### config.mk
export PLATFORM = sky130hd
export DESIGN_NAME = sprite_blitter
export DESIGN_NICKNAME = d
export VERILOG_FILES = /design/src/rtl/sprite_pkg.sv /design/src/rtl/sprite_frame_rom.sv /design/src/rtl/sprite_blitter.sv
export SDC_FILE = /design/constraint.sdc
export NUM_CORES = 1
export LEC_CHECK = 0
export CORE_MARGIN = 1
export CORE_UTILIZATION = 55
export DETAILED_ROUTE_END_ITERATION = 10
export PLACE_DENSITY = 0.9
export SYNTH_ARGS = -nofsm -noshare
export SYNTH_HDL_FRONTEND = slang
export SYNTH_HIERARCHICAL = 1
export SYNTH_MEMORY_MAX_BITS = 65536
export SYNTH_SLANG_ARGS = --single-unit
### constraint.sdc
create_clock -name vga_clk -period 2.6 [get_ports vga_clk]
set_input_delay 0.39 -clock vga_clk [delete_from_list [all_inputs] [get_ports vga_clk]]
set_output_delay 0.39 -clock vga_clk [all_outputs]
set_load 0.02 [all_outputs]
### src/rtl/sprite_pkg.sv
// Shared screen constants, colour type and the fixed 16-entry sprite palette.
package sprite_pkg;
  localparam int SCREEN_W   = 640;
  localparam int SCREEN_H   = 480;
  localparam int COLOR_BITS = 4;

  typedef struct packed {
    logic [COLOR_BITS-1:0] r;
    logic [COLOR_BITS-1:0] g;
    logic [COLOR_BITS-1:0] b;
  } rgb_t;

  // EGA-style palette; index 0 is black but is usually the transparent key.
  function automatic rgb_t pal_lookup(input logic [3:0] idx);
    rgb_t c;
    c = '0;
    case (idx)
      4'h0: c = 12'h000;
      4'h1: c = 12'h00A;
      4'h2: c = 12'h0A0;
      4'h3: c = 12'h0AA;
      4'h4: c = 12'hA00;
      4'h5: c = 12'hA0A;
      4'h6: c = 12'hA50;
      4'h7: c = 12'hAAA;
      4'h8: c = 12'h555;
      4'h9: c = 12'h55F;
      4'hA: c = 12'h5F5;
      4'hB: c = 12'h5FF;
      4'hC: c = 12'hF55;
      4'hD: c = 12'hF5F;
      4'hE: c = 12'hFF5;
      4'hF: c = 12'hFFF;
    endcase
    return c;
  endfunction
endpackage

### src/rtl/sprite_frame_rom.sv
// Synchronous-read sprite texel ROM, one cycle read latency.
module sprite_frame_rom #(
  parameter int DEPTH  = 1024,
  parameter int DATA_W = 4,
  parameter int ADDR_W = $clog2(DEPTH),
  parameter     ROM_FILE = "sprite.mem"
) (
  input  logic              vga_clk,
  input  logic [ADDR_W-1:0] addr,
  output logic [DATA_W-1:0] rdata
);
  logic [DATA_W-1:0] mem [DEPTH];

  always_ff @(posedge vga_clk) rdata <= mem[addr];
endmodule

### src/rtl/sprite_blitter.sv
// Animated, scaled, mirrorable sprite composited over a background layer.
// Three register stages: address (S1), ROM index (S2), composited colour (S3).
module sprite_blitter
  import sprite_pkg::*;
#(
  parameter int SPR_W      = 16,
  parameter int SPR_H      = 16,
  parameter int SCALE_LOG2 = 1,
  parameter int NUM_FRAMES = 4,
  parameter int FRAME_DIV  = 8,
  parameter int PAL_BITS   = 4,
  parameter int TRANSP_IDX = 0,
  parameter     ROM_FILE   = "sprite.mem"
) (
  input  logic       vga_clk,
  input  logic       reset_n,
  input  logic [9:0] DrawX,
  input  logic [9:0] DrawY,
  input  logic       blank,
  input  logic       frame_start,
  input  logic [9:0] pos_x,
  input  logic [9:0] pos_y,
  input  logic       pos_valid,
  input  logic       anim_en,
  input  logic       flip_x,
  input  logic [3:0] bg_red,
  input  logic [3:0] bg_green,
  input  logic [3:0] bg_blue,
  output logic [3:0] red,
  output logic [3:0] green,
  output logic [3:0] blue,
  output logic       hit,
  output logic [((NUM_FRAMES > 1) ? $clog2(NUM_FRAMES) : 1)-1:0] frame_idx
);
  localparam int TEX    = SPR_W * SPR_H;
  localparam int DEPTH  = NUM_FRAMES * TEX;
  localparam int ADDR_W = $clog2(DEPTH);
  localparam int SX_W   = $clog2(SPR_W);
  localparam int SY_W   = $clog2(SPR_H);
  localparam int DIV_W  = (FRAME_DIV > 1) ? $clog2(FRAME_DIV) : 1;
  localparam int STAGES = 1;
  localparam logic signed [10:0] BOX_W = 11'(SPR_W << SCALE_LOG2);
  localparam logic signed [10:0] BOX_H = 11'(SPR_H << SCALE_LOG2);

  logic [9:0]         pend_x, pend_y, act_x, act_y;
  logic [DIV_W-1:0]   div_cnt;
  logic signed [10:0] dx, dy;
  logic               in_box;
  logic [SX_W-1:0]    sx;
  logic [SY_W-1:0]    sy;
  logic [ADDR_W-1:0]  addr, s1_addr;
  logic               s1_inside, s2_inside;
  rgb_t               s1_bg, s2_bg, pal;
  logic [STAGES:0]    vld_pipe;
  logic [PAL_BITS-1:0] rom_idx;

  // Offsets go negative left/above the sprite; positions past the screen never match.
  assign dx = $signed({1'b0, DrawX}) - $signed({1'b0, act_x});
  assign dy = $signed({1'b0, DrawY}) - $signed({1'b0, act_y});
  assign in_box = (dx >= 11'sd0) && (dx < BOX_W) && (dy >= 11'sd0) && (dy < BOX_H) &&
                  (DrawX < 10'(SCREEN_W)) && (DrawY < 10'(SCREEN_H));
  assign sx   = flip_x ? ~dx[SCALE_LOG2 +: SX_W] : dx[SCALE_LOG2 +: SX_W];
  assign sy   = dy[SCALE_LOG2 +: SY_W];
  assign addr = ADDR_W'(32'(frame_idx) * TEX + 32'({sy, sx}));
  assign pal  = pal_lookup(4'(rom_idx));

  always_ff @(posedge vga_clk) begin
    if (!reset_n) begin
      pend_x    <= '0;
      pend_y    <= '0;
      act_x     <= '0;
      act_y     <= '0;
      div_cnt   <= '0;
      frame_idx <= '0;
    end else begin
      if (pos_valid) begin
        pend_x <= pos_x;
        pend_y <= pos_y;
      end
      if (frame_start) begin
        act_x <= pos_valid ? pos_x : pend_x;
        act_y <= pos_valid ? pos_y : pend_y;
        if (anim_en) begin
          if (32'(div_cnt) == FRAME_DIV - 1) begin
            div_cnt   <= '0;
            frame_idx <= (32'(frame_idx) == NUM_FRAMES - 1) ? '0 : frame_idx + 1'b1;
          end else begin
            div_cnt <= div_cnt + 1'b1;
          end
        end
      end
    end
  end

  sprite_frame_rom #(
    .DEPTH(DEPTH), .DATA_W(PAL_BITS), .ADDR_W(ADDR_W), .ROM_FILE(ROM_FILE)
  ) u_rom (
    .vga_clk(vga_clk), .addr(s1_addr), .rdata(rom_idx)
  );

  // vld_pipe carries active-video alongside the pixel; reset zeroes it to kill in-flight pixels.
  always_ff @(posedge vga_clk) begin
    if (!reset_n) begin
      vld_pipe  <= '0;
      s1_addr   <= '0;
      s1_inside <= 1'b0;
      s2_inside <= 1'b0;
      s1_bg     <= '0;
      s2_bg     <= '0;
      red       <= '0;
      green     <= '0;
      blue      <= '0;
      hit       <= 1'b0;
    end else begin
      vld_pipe  <= {vld_pipe[STAGES-1:0], blank};
      s1_addr   <= addr;
      s1_inside <= in_box;
      s1_bg     <= '{r: bg_red, g: bg_green, b: bg_blue};
      s2_inside <= s1_inside;
      s2_bg     <= s1_bg;
      if (!vld_pipe[STAGES]) begin
        {red, green, blue} <= '0;
        hit                <= 1'b0;
      end else if (s2_inside && rom_idx != PAL_BITS'(TRANSP_IDX)) begin
        {red, green, blue} <= {pal.r, pal.g, pal.b};
        hit                <= 1'b1;
      end else begin
        {red, green, blue} <= {s2_bg.r, s2_bg.g, s2_bg.b};
        hit                <= 1'b0;
      end
    end
  end
endmodule

# Word level (Yosys, flattened, before mapping)
# Memories as Yosys holds them, arrays and structs flattened. A register that Yosys moved wholly into a read port is not among the register bits.
# Cells that the tools add are included.
word_totals:
  reg_bits: 90
  romBits: 192
  input_bits: 59
  output_inout_bits: 15
  word_cells: 51
  memories: 1
classes:
  addsub: 4
  n_lt_le_gt_ge: 6
  eq_ne: 2
  n_mux: 8
  n_reduce_logical: 10
memory_table:
  columns: ["memory", "words", "width", "rd", "rd_clocked_by_memory_dff", "wr", "line", "text"]
  rows:
  - ["(no name shown)", 16, 12, 1, 1, 0, "sprite_pkg.sv:17", "case (idx)"]
ops:
  columns: ["cell", "n"]
  rows:
  - ["$ge A11 B1 Y1 const B", 2]
  - ["$lt A11 B7 Y1 const B", 2]
  - ["$sub A10 B10 Y11", 2]
  - ["$mux W10", 2]
  - ["$mux W4", 3]
  - ["$lt A10 B10 Y1 const B", 1]
  - ["$lt A10 B9 Y1 const B", 1]
  - ["$logic_and A1 B1 Y1", 6]
  - ["$reduce_and A2 Y1", 2]
  - ["$reduce_bool A4 Y1", 1]
  - ["$add A3 B1 Y3 const B", 1]
  - ["$eq A3 B3 Y1 const B", 1]
  - ["$mux W3", 1]
  - ["$reduce_and A3 Y1", 1]
  - ["$add A2 B1 Y2 const B", 1]
  - ["$eq A2 B2 Y1 const B", 1]
  - ["$mux W2", 1]
  - ["$mux W1", 1]

# Longest topological paths before layout
depth:
  word_depth: 7
  depth_mapped: 9
  mapped_depth_nobuf: 9

# Modules after synthesis
# The synthesis kept the hierarchy.
modules_own_cells:
  columns: ["module", "instances", "cells_per_inst", "area_each_um2", "seq_area_each_um2"]
  rows:
  - ["sprite_blitter", 1, 452, 4259.1, 1921.8]
  - ["sprite_frame_rom", 1, 5, 33.8, 0.0]

# Worst setup path after synthesis
# No wires, ideal clock.
synth_path:
  kind: "in2reg"
  from: "in DrawY[0]"
  to: "reg s1_inside"
  setup_time_ns: 0.088
  t_arrival_ns: 1.991
  t_required_ns: 2.512
  path_slack_ns: 0.521
  stages: 9
  path_buffers: 0
  path_cell_list: "inv_1 -> ha_1 -> fa_1 -> nand2b_1 -> a211oi_2 -> o22ai_1 -> o32ai_1 -> nand4_1 -> nor4_2"
synth_between:
  elab_chain_cells: 6
synth_lines:
  columns: ["element", "line", "text"]
  rows:
  - ["start, declared", "sprite_blitter.sv:18", "input logic [9:0] DrawY,"]
  - ["$sub A10 B10 Y11", "sprite_blitter.sv:59", "assign dy = $signed({1'b0, DrawY}) - $signed({1'b0, act_y});"]
  - ["$ge A11 B1 Y1", "sprite_blitter.sv:60", "assign in_box = (dx >= 11'sd0) && (dx < BOX_W) && (dy >= 11'sd0) && (dy < BOX_H) &&"]
  - ["$logic_and A1 B1 Y1 (3 in a row)", "sprite_blitter.sv:60", null]
  - ["$logic_and A1 B1 Y1 (*)", "sprite_blitter.sv:61", "(DrawX < 10'(SCREEN_W)) && (DrawY < 10'(SCREEN_H));"]
  - ["end signal, assigned", "sprite_blitter.sv:117", "s1_inside <= in_box;"]
  - ["end, declared", "sprite_blitter.sv:52", "logic s1_inside, s2_inside;"]
# Mark *: on every way between the ends. The rest lies on a longest branch, timed or not.
# A chain may end at the register's enable or synchronous reset.

# Worst setup path in the final report
# Ends and elaborated chain as after synthesis.

==> impl_metrics.env <==
export IMPL_cts_buffers=9
export IMPL_netlist_instances=420
export IMPL_routed_wl_um=8197
export IMPL_gp_congestion=0.8956
export IMPL_critPathMaxStageDelay_ns=0.46
export IMPL_status="finished, final reports clean"
export IMPL_power_density_mw_per_mm2=611.6
export IMPL_postCtsSetupRepairBufs=0
export IMPL_drv_slew=0
export IMPL_cts_path_max_buffers=2
export IMPL_critical_path_depth=10
export IMPL_cts_root_buf="clkbuf_8"
export IMPL_critPathTopFamily="simple AND/OR/NAND/NOR gates"
export IMPL_antenna_left=0
export IMPL_std_cell_rows=30
export IMPL_drive_gt1_frac=0.05510
export IMPL_clock_sinks=86
export IMPL_worst_path_max_fanout=3
export IMPL_antenna_cells=0
export IMPL_r2r_end="s1_inside"
export IMPL_chipWidth_um=86.38
export IMPL_crit_arrival_ns=2.61
export IMPL_clock_skew_ns=0.01238
export IMPL_via_per_inst=5.278
export IMPL_end_kind="flip-flop"
export IMPL_core_mm2=0.006832
export IMPL_hold_class="flip-flop to flip-flop"
export IMPL_min_from="s1_bg[9]"
export IMPL_antenna_found_initial=0
export IMPL_vias=3093
export IMPL_wire_per_inst_um=13.99
export IMPL_clock_latency_ns=0.35
export IMPL_fin_ws_ns=0.2454
export IMPL_rsz0062_at_grt="false"
export IMPL_path_clk_slew_ns=0.09
export IMPL_hold_path_end="s2_bg[9]"
export IMPL_cts_resized=0
export IMPL_fin_nets=569
export IMPL_cellLeakagePower_uw=0.002184
export IMPL_cts_tree="built"
export IMPL_max_freq_ghz=0.4247
export IMPL_cp_required_ns=2.86
export IMPL_grt_max_degree=54
export IMPL_r2r_start="act_y[0]"
export IMPL_dpl_hpwl_um=5979
export IMPL_io_pins=74
export IMPL_pre_cts_ws_ns=-0.09756
export IMPL_drt_iter0_markers=98
export IMPL_grt_pass1_vias=2925
export IMPL_hold_buffers=0
export IMPL_ys_warn_count=6
export IMPL_syn_to_final_growth_pct=25.59
export IMPL_critPathBufInv=2
export IMPL_post_route_min_period_ns=2.355
export IMPL_dieArea_mm2=0.007462
export IMPL_ir_worst_vdd_mv=0.3540
export IMPL_die_y_um=86.38
export IMPL_rrSetupSlack_ns=0.47
export IMPL_period_share=0.9056
export IMPL_crit_type="input port to flip-flop"
export IMPL_dr_pass1_iters=4
export IMPL_io_buffers=72
export IMPL_drcViolationCount=0
export IMPL_cpMaxStageDelayCell="clkdlybuf4s50_1"
export IMPL_syn_area_mm2=0.003916
export IMPL_htreeDepth=3
export IMPL_setup_viol=0
export IMPL_grt_pass1_wl_um=13320
export IMPL_hold_viol=0
export IMPL_path_cells="clkdlybuf4s50_1, inv_1, ha_1, fa_1, nand2b_1, a211oi_2, o22ai_1, o32ai_1, nand4_1, nor4_2"
export IMPL_maxCapViolations=0
export IMPL_min_path_cells=1
export IMPL_hold_worst_slack_ns=0.4317
export IMPL_start_kind="input port"
export IMPL_reg2reg_depth=8
export IMPL_start_util=0.5733
export IMPL_postSynthAreaPerCell_um2=9.324
export IMPL_grt_overflow=0
export IMPL_grt_usage=0.2315
==> registers in the layout, summed over array words and instances (netlist names), 10 cells and up <==
register	cells
pend_y	10
pend_x	10
act_x	10
act_y	10
s1_bg	12
s2_bg	12
==> worst max path at each step <==
stage / from / endpoint / slack (ns)
final: DrawY[0] / s1_inside / 0.25
after global routing: DrawY[0] / s1_inside / 0.14
after CTS: DrawY[0] / s1_inside / 0.28
after detailed placement: DrawY[0] / s1_inside / -0.1
after global placement: DrawY[0] / s1_inside / -0.02
after floorplan: DrawY[0] / s1_inside / 0.58
==> layer usage <==
layer	wire (µm)	vias to the layer above	part of all wire	global-route usage
li1	-	1557	-	-
met3	301	14	0.037	0.03619
met5	0	-	0	0
met2	4133	77	0.50	0.4084
met4	219	0	0.027	0.1106
met1	3542	1445	0.43	0.2755
==> report_power, final <==
group / internal (µW) / total [µW] / switching, µW / leakage (µW)
registers: 1380 / 1400 / 24.8 / 0.000708
logic: 241 / 476 / 235 / 0.00135
clock network: 650 / 1130 / 480 / 0.000125
==> cell type report <==
cell class,count,area [µm²]
clock inverters,7,125.1
flip-flops and latches,86,1722
multi-input cells,283,1969
clock buffers,9,123.9
repair buffers,77,753.2
fillers,516,1913
inverters,28,105.1
well taps,96,120.1
==> through the flow <==
| step | power, µW | area, µm² | std cells | utilization | setup TNS [ns] |
|---|---|---|---|---|---|
| after floorplan | 1740 | 3928 | 423 | - | 0 |
| after global placement | 1882 | 4669 | 570 | 0.6835 | -0.01766 |
| after detailed placement | 1901 | 4669 | 570 | 0.6835 | -0.09756 |
| after CTS | 3016 | 4918 | 586 | 0.7200 | 0 |
| after global routing | 3136 | 4918 | 586 | 0.7200 | 0 |
| final | 3008 | 4918 | 586 | 0.7200 | 0 |
==> placed cells by master, fill, tap and decap left out, types with 5 or more instances in the layout <==
master,n
nand2_1,45
a21oi_1,23
nor2_1,11
o31ai_1,6
ha_1,23
nand4_1,5
o211a_1,20
clkdlybuf4s50_1,71
dfxtp_1,86
o21a_1,5
nor3_1,6
inv_1,28
mux2i_1,22
buf_4,5
clkbuf_8,9
nor2b_1,28
nand3_1,7
and2_1,27
o21ai_0,11
(Power assumes the default switching activity.)
